===== src/rtl/fc_argmax_if.sv =====
// fc_argmax_if: FIFO read port plus valid/ready result port of the argmax stage.
// The winning-score wire exists only when FC_ARGMAX_SCORE_OUT_EN is defined.
interface fc_argmax_if #(
  parameter int WORD_SIZE    = 16,
  parameter int LAYER_HEIGHT = 4
);
  localparam int IDX_W = $clog2(LAYER_HEIGHT);

  logic                 empty_i;
  logic [WORD_SIZE-1:0] data_i;
  logic                 ren_o;
  logic                 valid_o;
  logic                 ready_i;
  logic [IDX_W-1:0]     data_o;
`ifdef FC_ARGMAX_SCORE_OUT_EN
  logic [WORD_SIZE-1:0] score_o;

  modport master (
    input  empty_i, data_i, ready_i,
    output ren_o, valid_o, data_o, score_o
  );

  modport slave (
    output empty_i, data_i, ready_i,
    input  ren_o, valid_o, data_o, score_o
  );
`else
  modport master (
    input  empty_i, data_i, ready_i,
    output ren_o, valid_o, data_o
  );

  modport slave (
    output empty_i, data_i, ready_i,
    input  ren_o, valid_o, data_o
  );
`endif
endinterface


===== src/rtl/fc_argmax.sv =====
// fc_argmax: pops LAYER_HEIGHT signed scores per frame from the result FIFO,
// tracks the running maximum (lowest index wins a tie) and presents the
// winning class index on a valid/ready port.
// Optional feature macro FC_ARGMAX_SCORE_OUT_EN: also registers and outputs
// the winning score. Without it the score is kept internally for the compare.
module fc_argmax #(
  parameter int WORD_SIZE    = 16,
  parameter int LAYER_HEIGHT = 4
) (
  input  logic        clk_i,
  input  logic        reset_i,
  fc_argmax_if.master bus
);
  localparam int IDX_W = $clog2(LAYER_HEIGHT);
  localparam int CNT_W = $clog2(LAYER_HEIGHT + 1);
  localparam logic [CNT_W-1:0] RD_FULL = CNT_W'(LAYER_HEIGHT);
  localparam logic [IDX_W-1:0] RX_LAST = IDX_W'(LAYER_HEIGHT - 1);
  localparam logic [CNT_W-1:0] CNT_ONE = CNT_W'(1'b1);
  localparam logic [IDX_W-1:0] IDX_ONE = IDX_W'(1'b1);

  typedef enum logic [0:0] {
    S_READ = 1'b0,
    S_OUT  = 1'b1
  } state_t;

  state_t               state_r;
  state_t               next_state_s;
  logic [CNT_W-1:0]     rd_cnt_r;
  logic [IDX_W-1:0]     rx_cnt_r;
  logic                 rd_pend_r;
  logic [WORD_SIZE-1:0] best_val_r;
  logic [IDX_W-1:0]     best_idx_r;
  logic                 valid_r;
  logic [IDX_W-1:0]     data_r;

  logic                 ren_s;
  logic                 hs_s;
  logic                 last_cap_s;
  logic                 take_s;
  logic [WORD_SIZE-1:0] cand_val_s;
  logic [IDX_W-1:0]     cand_idx_s;

  // State register
  always_ff @(posedge clk_i) begin
    if (reset_i) begin
      state_r <= S_READ;
    end else begin
      state_r <= next_state_s;
    end
  end

  // Next state, read issue, frame-end and handshake decode.
  // Reads are held off while reset is asserted so no word is popped and lost.
  always_comb begin
    next_state_s = state_r;
    ren_s        = 1'b0;
    hs_s         = 1'b0;
    last_cap_s   = 1'b0;
    case (state_r)
      S_READ: begin
        if (!reset_i && !bus.empty_i && (rd_cnt_r < RD_FULL)) begin
          ren_s = 1'b1;
        end else begin
          ren_s = 1'b0;
        end
        if (rd_pend_r && (rx_cnt_r == RX_LAST)) begin
          last_cap_s   = 1'b1;
          next_state_s = S_OUT;
        end else begin
          next_state_s = S_READ;
        end
      end
      S_OUT: begin
        if (valid_r && bus.ready_i) begin
          hs_s         = 1'b1;
          next_state_s = S_READ;
        end else begin
          next_state_s = S_OUT;
        end
      end
      default: begin
        next_state_s = S_READ;
      end
    endcase
  end

  // Running-max candidate: first word of a frame always loads, later words
  // replace the best only when strictly greater so ties keep the lowest index
  always_comb begin
    take_s     = 1'b0;
    cand_val_s = best_val_r;
    cand_idx_s = best_idx_r;
    if (rx_cnt_r == {IDX_W{1'b0}}) begin
      take_s = 1'b1;
    end else if ($signed(bus.data_i) > $signed(best_val_r)) begin
      take_s = 1'b1;
    end else begin
      take_s = 1'b0;
    end
    if (take_s) begin
      cand_val_s = bus.data_i;
      cand_idx_s = rx_cnt_r;
    end else begin
      cand_val_s = best_val_r;
      cand_idx_s = best_idx_r;
    end
  end

  // Read/receive counters, capture pipeline and the registered result
  always_ff @(posedge clk_i) begin
    if (reset_i) begin
      rd_cnt_r   <= {CNT_W{1'b0}};
      rx_cnt_r   <= {IDX_W{1'b0}};
      rd_pend_r  <= 1'b0;
      best_val_r <= {WORD_SIZE{1'b0}};
      best_idx_r <= {IDX_W{1'b0}};
      valid_r    <= 1'b0;
      data_r     <= {IDX_W{1'b0}};
    end else begin
      rd_pend_r <= ren_s;
      if (hs_s) begin
        rd_cnt_r <= {CNT_W{1'b0}};
        rx_cnt_r <= {IDX_W{1'b0}};
        valid_r  <= 1'b0;
      end else begin
        if (ren_s) begin
          rd_cnt_r <= rd_cnt_r + CNT_ONE;
        end
        if (rd_pend_r) begin
          best_val_r <= cand_val_s;
          best_idx_r <= cand_idx_s;
          if (last_cap_s) begin
            rx_cnt_r <= {IDX_W{1'b0}};
          end else begin
            rx_cnt_r <= rx_cnt_r + IDX_ONE;
          end
        end
        if (last_cap_s) begin
          valid_r <= 1'b1;
          data_r  <= cand_idx_s;
        end
      end
    end
  end

  assign bus.ren_o   = ren_s;
  assign bus.valid_o = valid_r;
  assign bus.data_o  = data_r;

`ifdef FC_ARGMAX_SCORE_OUT_EN
  logic [WORD_SIZE-1:0] score_r;

  // Winning score, loaded together with the index at frame end
  always_ff @(posedge clk_i) begin
    if (reset_i) begin
      score_r <= {WORD_SIZE{1'b0}};
    end else if (last_cap_s) begin
      score_r <= cand_val_s;
    end else begin
      score_r <= score_r;
    end
  end

  assign bus.score_o = score_r;
`endif

endmodule


===== src/flat_wrapper.sv =====
// flat-port wrapper written by rule: the top's interface ports become plain ports
module fc_argmax_flat 
#(
  parameter int WORD_SIZE    = 16,
  parameter int LAYER_HEIGHT = 4
)
  (clk_i, reset_i, bus_empty_i, bus_data_i, bus_ready_i, bus_ren_o, bus_valid_o, bus_data_o);
  fc_argmax_if #(.WORD_SIZE(WORD_SIZE), .LAYER_HEIGHT(LAYER_HEIGHT)) bus_i ();
  input  logic clk_i;
  input  logic reset_i;
  input wire logic [$bits(bus_i.empty_i)-1:0] bus_empty_i;
  input wire logic [$bits(bus_i.data_i)-1:0] bus_data_i;
  input wire logic [$bits(bus_i.ready_i)-1:0] bus_ready_i;
  output wire logic [$bits(bus_i.ren_o)-1:0] bus_ren_o;
  output wire logic [$bits(bus_i.valid_o)-1:0] bus_valid_o;
  output wire logic [$bits(bus_i.data_o)-1:0] bus_data_o;
  assign bus_i.empty_i = bus_empty_i;
  assign bus_i.data_i = bus_data_i;
  assign bus_i.ready_i = bus_ready_i;
  assign bus_ren_o = bus_i.ren_o;
  assign bus_valid_o = bus_i.valid_o;
  assign bus_data_o = bus_i.data_o;
  fc_argmax #(.WORD_SIZE(WORD_SIZE), .LAYER_HEIGHT(LAYER_HEIGHT)) u_core (.clk_i(clk_i), .reset_i(reset_i), .bus(bus_i));
endmodule

===== config.mk =====
export PLATFORM = sky130hd
export DESIGN_NAME = fc_argmax_flat
export DESIGN_NICKNAME = d
export VERILOG_FILES = /design/src/rtl/fc_argmax_if.sv /design/src/rtl/fc_argmax.sv /design/src/flat_wrapper.sv
export SDC_FILE = /design/constraint.sdc
export NUM_CORES = 1
export LEC_CHECK = 0
export BUFFER_PORTS_ARGS = -buffer_cell sky130_fd_sc_hd__buf_2
export CORE_MARGIN = 10
export CORE_UTILIZATION = 30
export DETAILED_ROUTE_END_ITERATION = 12
export GPL_TIMING_DRIVEN = 0
export HOLD_SLACK_MARGIN = 0.08
export SETUP_SLACK_MARGIN = 0.5
export SLEW_MARGIN = 20
export SYNTH_ARGS = -nofsm -noshare
export SYNTH_HDL_FRONTEND = slang
export SYNTH_SLANG_ARGS = --single-unit
export TNS_END_PERCENT = 20

===== constraint.sdc =====
create_clock -name clk_i -period 3.7 [get_ports clk_i]
set_input_delay 0.37 -clock clk_i [delete_from_list [all_inputs] [get_ports clk_i]]
set_output_delay 0.37 -clock clk_i [all_outputs]
set_load 0.1 [all_outputs]

==> metrics.csv <==
stage,metric,value,unit
global_routing,globalRouteTotalUtil,8.15,%
synthesis,yosysTopAreaCell,dfxtp_1,
synthesis,netlist_area,1660,um^2
synthesis,synth_seq_cells,28,
drt,avgViaCountPerCell,4.47,
worst_hold_path,min_path_type,primary input to flop,
floorplan,fp-row-count,27,
global_routing,grt_max_degree,17,
critical_path,timing.rr.start,u_core.best_val_r[15]$_SDFFE_PP0P_,
clock_tree,htreeDepth,1,
finish,multiInputGateArea,993,um^2
critical_path,worstSetupStartpointType,flop,
drt,drc,0,
critical_path,worst_ep_arrival_time,2.82,ns
critical_path,worstSetupEndpointType,flop,
clock_tree,cts_sinks,28,
pwr,cellPowerDensity,353,nW/um^2
drt,first_pass_iters,4,
global_routing,first_global_vias,1242,
drt,wl,3.39,mm
synthesis,synth_ff_type,dfxtp_1,
flow_run,cap_viol_max_count,0,
sta,clock-skew-final,0.00698,ns
clock_tree,cts_buffers,3,
synthesis,synth_edf_count,0,
global_routing,grt_remaining_overflow,0,
critical_path,cp_slowest_cell,nor4_1,
place,place_congestion,0.774,
critical_path,max_stage_delay,0.45,ns
finish,antenna_cells,0,
sta,fin_tns_setup,0,ns
place,port_buffers,23,
drt,wl_per_cell,12.1,um
sta,worst_slew_pin_slew,0.491,ns
sta,setup_viol,0,
drt,ant_nets,0,
floorplan,core_region_area,5440,um^2
clock_tree,postCtsSetupRepairBufs,0,
sta,rsz0062_at_grt,no,
critical_path,rrSetupSlack,1.09,ns
sta,maxSlewHeadroom,67.5,%
finish,layout-drive-gt1-share,16.3,%
floorplan,ios,24,
critical_path,worstRegToRegCells,10,
clock_tree,post_cts_resized,0,
floorplan,initial_utilization,30.5,%
finish,final-seq-area,561,um^2
global_routing,grt_pass1_wl,5.87,mm
clock_tree,clk_latency,0.28,ns
floorplan,die_h,94.4,um
synthesis,async_flop_share,0,%
sta,slew_viol_final,0,
place,post-dp-hpwl,2.68,mm
clock_tree,cts_hold_buffers,0,
clock_tree,clock_path_buffers,2,
sta,finalHoldViolCount,0,
global_routing,antenna_found_initial,0,
critical_path,r2r-end,u_core.best_val_r[5]$_SDFFE_PP0P_,
clock_tree,cts_tree,done,
sta,hold-worst-slack,0.273,ns
sta,clock.fmax,383,MHz
synthesis,synth_top_area_share,33.7,%
floorplan,die_x,94.4,um
critical_path,crit_fanout,10,
synthesis,synthesis.nets,220,
floorplan,die_area,8920,um^2
clock_tree,root_buffer,clkbuf_8,
drt,vias,1251,
pwr,vdd_drop_max,0.215,mV
synthesis,yosys_warnings,0,
run_status,status,finished clean,
critical_path,critPathLaunch,u_core.best_val_r[15]$_SDFFE_PP0P_,
synthesis,seq_area_frac_synth,33.7,%
sta,period_needed,2.61,ns
finish,area_growth,17.0,%
finish,nets,248,
critical_path,endpoint,u_core.best_val_r[5]$_SDFFE_PP0P_,
synthesis,synth_area_leaders,"dfxtp_1 34%, ha_1 14%, nand2b_1 14%, mux2i_1 12%, inv_1 4.1%",
critical_path,crit_chain,"inv_1, ha_1, nand4_2, nor4_1, nand4_1, a31o_1, o211ai_2, buf_6, buf_12, mux2i_1",
worst_hold_path,min_path_cells,2,
sta,timing.final.crit_share,70.5,%
drt,drt_iter0_markers,46,
synthesis,syn_inst,181,
synthesis,ys_types,30,
finish,n_fill_cell,573,
critical_path,critPathRequiredTime,3.91,ns
clock_tree,cts.clk_slew.worst_paths,0.10,ns
critical_path,crit_type,flop to flop,
pwr,p_leak,0.868,nW
synthesis,synth.avg_cell_area,9.18,um^2
==> sequential cells by signal (all words and copies together) (netlist names) <==
name and count:
u_core.rx_cnt_r 2, u_core.rd_cnt_r 3, u_core.best_idx_r 2, u_core.bus.valid_o 1
u_core.bus.data_o 2, u_core.rd_pend_r 1, u_core.state_r 1, u_core.best_val_r 16
==> stage by stage <==
step | std cells | setup slack (ns) | util, % | cell area [um^2] | total power, mW
CTS | 280 | 1.01 | 35.7 | 1940 | 0.697
floorplan | 181 | 0.961 | - | 1670 | 0.418
global placement | 276 | 0.954 | 34.4 | 1870 | 0.451
global route | 280 | 0.826 | 35.7 | 1940 | 0.727
finish | 280 | 1.09 | 35.7 | 1940 | 0.687
detailed placement | 276 | 0.940 | 34.4 | 1870 | 0.454
==> worst min-delay path by stage <==
stage | start | end | slack, ns
final | bus_empty_i | u_core.rd_pend_r$_SDFF_PP0_ | 0.27
after global routing | bus_empty_i | u_core.rd_pend_r$_SDFF_PP0_ | 0.27
after CTS | bus_empty_i | u_core.rd_pend_r$_SDFF_PP0_ | 0.27
after detailed placement | u_core.rd_cnt_r[2]$_SDFFE_PP0P_ | u_core.rd_pend_r$_SDFF_PP0_ | 0.47
after global placement | u_core.rd_cnt_r[2]$_SDFFE_PP0P_ | u_core.rd_pend_r$_SDFF_PP0_ | 0.46
after floorplan | u_core.rd_cnt_r[2]$_SDFFE_PP0P_ | u_core.rd_pend_r$_SDFF_PP0_ | 0.44
==> power breakdown <==
part / switching, mW / internal (mW) / leakage [nW] / total, mW
sequential: 0.00950 / 0.315 / 0.228 / 0.325
clock: 0.0980 / 0.145 / 0.0357 / 0.243
combinational: 0.0617 / 0.0576 / 0.604 / 0.119
total: 0.169 / 0.518 / 0.868 / 0.687
==> placed cells by master (no fill, tap or decap), types with 2 or more instances in the layout <==
cell / Yosys / layout
or2_2: 2 / 2
buf_2: 0 / 23
mux2i_1: 20 / 20
o21bai_1: 3 / 3
a21oi_1: 7 / 7
ha_1: 19 / 19
nor3_1: 3 / 3
clkbuf_8: 0 / 3
dfxtp_1: 28 / 28
nand2b_1: 37 / 37
nor2_1: 10 / 10
a211oi_1: 2 / 2
nor2b_1: 2 / 2
inv_1: 18 / 18
xnor2_1: 2 / 2
nor4_1: 5 / 4
nand2_1: 3 / 3
clkbuf_1: 4 / 4
nand4_1: 2 / 2
nand3_1: 2 / 2
==> metal layers <==
| metal | track usage [%] | share of wire (%) | vias up |
|---|---|---|---|
| met5 | 0 | 0 | - |
| met4 | 3.04 | 1.5 | 0 |
| met3 | 1.82 | 2.8 | 5 |
| met2 | 12.8 | 46 | 17 |
| met1 | 10.6 | 49 | 558 |
| li1 | - | - | 671 |
==> cells in the mapped netlist, types with 3 or more instances <==
cell,n
nand2b_1,37
a21oi_1,7
nor3_1,3
dfxtp_1,28
o21bai_1,3
mux2i_1,20
inv_1,18
clkbuf_1,4
nor4_1,5
nand2_1,3
ha_1,19
nor2_1,10
==> logic make-up (layout without fill, tap and decap cells) <==
family                   count (synthesis)  after routing  synth area share [%]
multiplexers                            20             20                  12.0
adder cells (fa/ha/maj)                 19             19                  14.3
flip-flops                              28             28                  33.7
XOR/XNOR                                 2              2                  1.05
AND/OR/NAND/NOR                         69             69                  24.1
buffers and inverters                   24             51                  6.85
AO/OA/AOI/OAI                           19             19                  7.91
==> critical path: cells and delay by family (launching register included) <==
family                     cells  cell delay, ns
AOI/OAI and AO/OA              2            0.47
muxes                          1            0.20
DFF                            1            0.35
and+or+nand+nor                3            0.79
adders and majority gates      1            0.32
buffers and inverters          3            0.40
==> cell type report <==
cell class / count / share of cell area (%)
plain buffers: 6 / 2.38
clock inverters: 1 / 1.54
repair buffers: 23 / 5.92
well taps: 72 / 4.63
multi-input cells: 129 / 51.1
flip-flops and latches: 28 / 28.8
clock buffers: 3 / 2.12
inverters: 18 / 3.47
No activity file was read; power rests on OpenSTA's default activity.
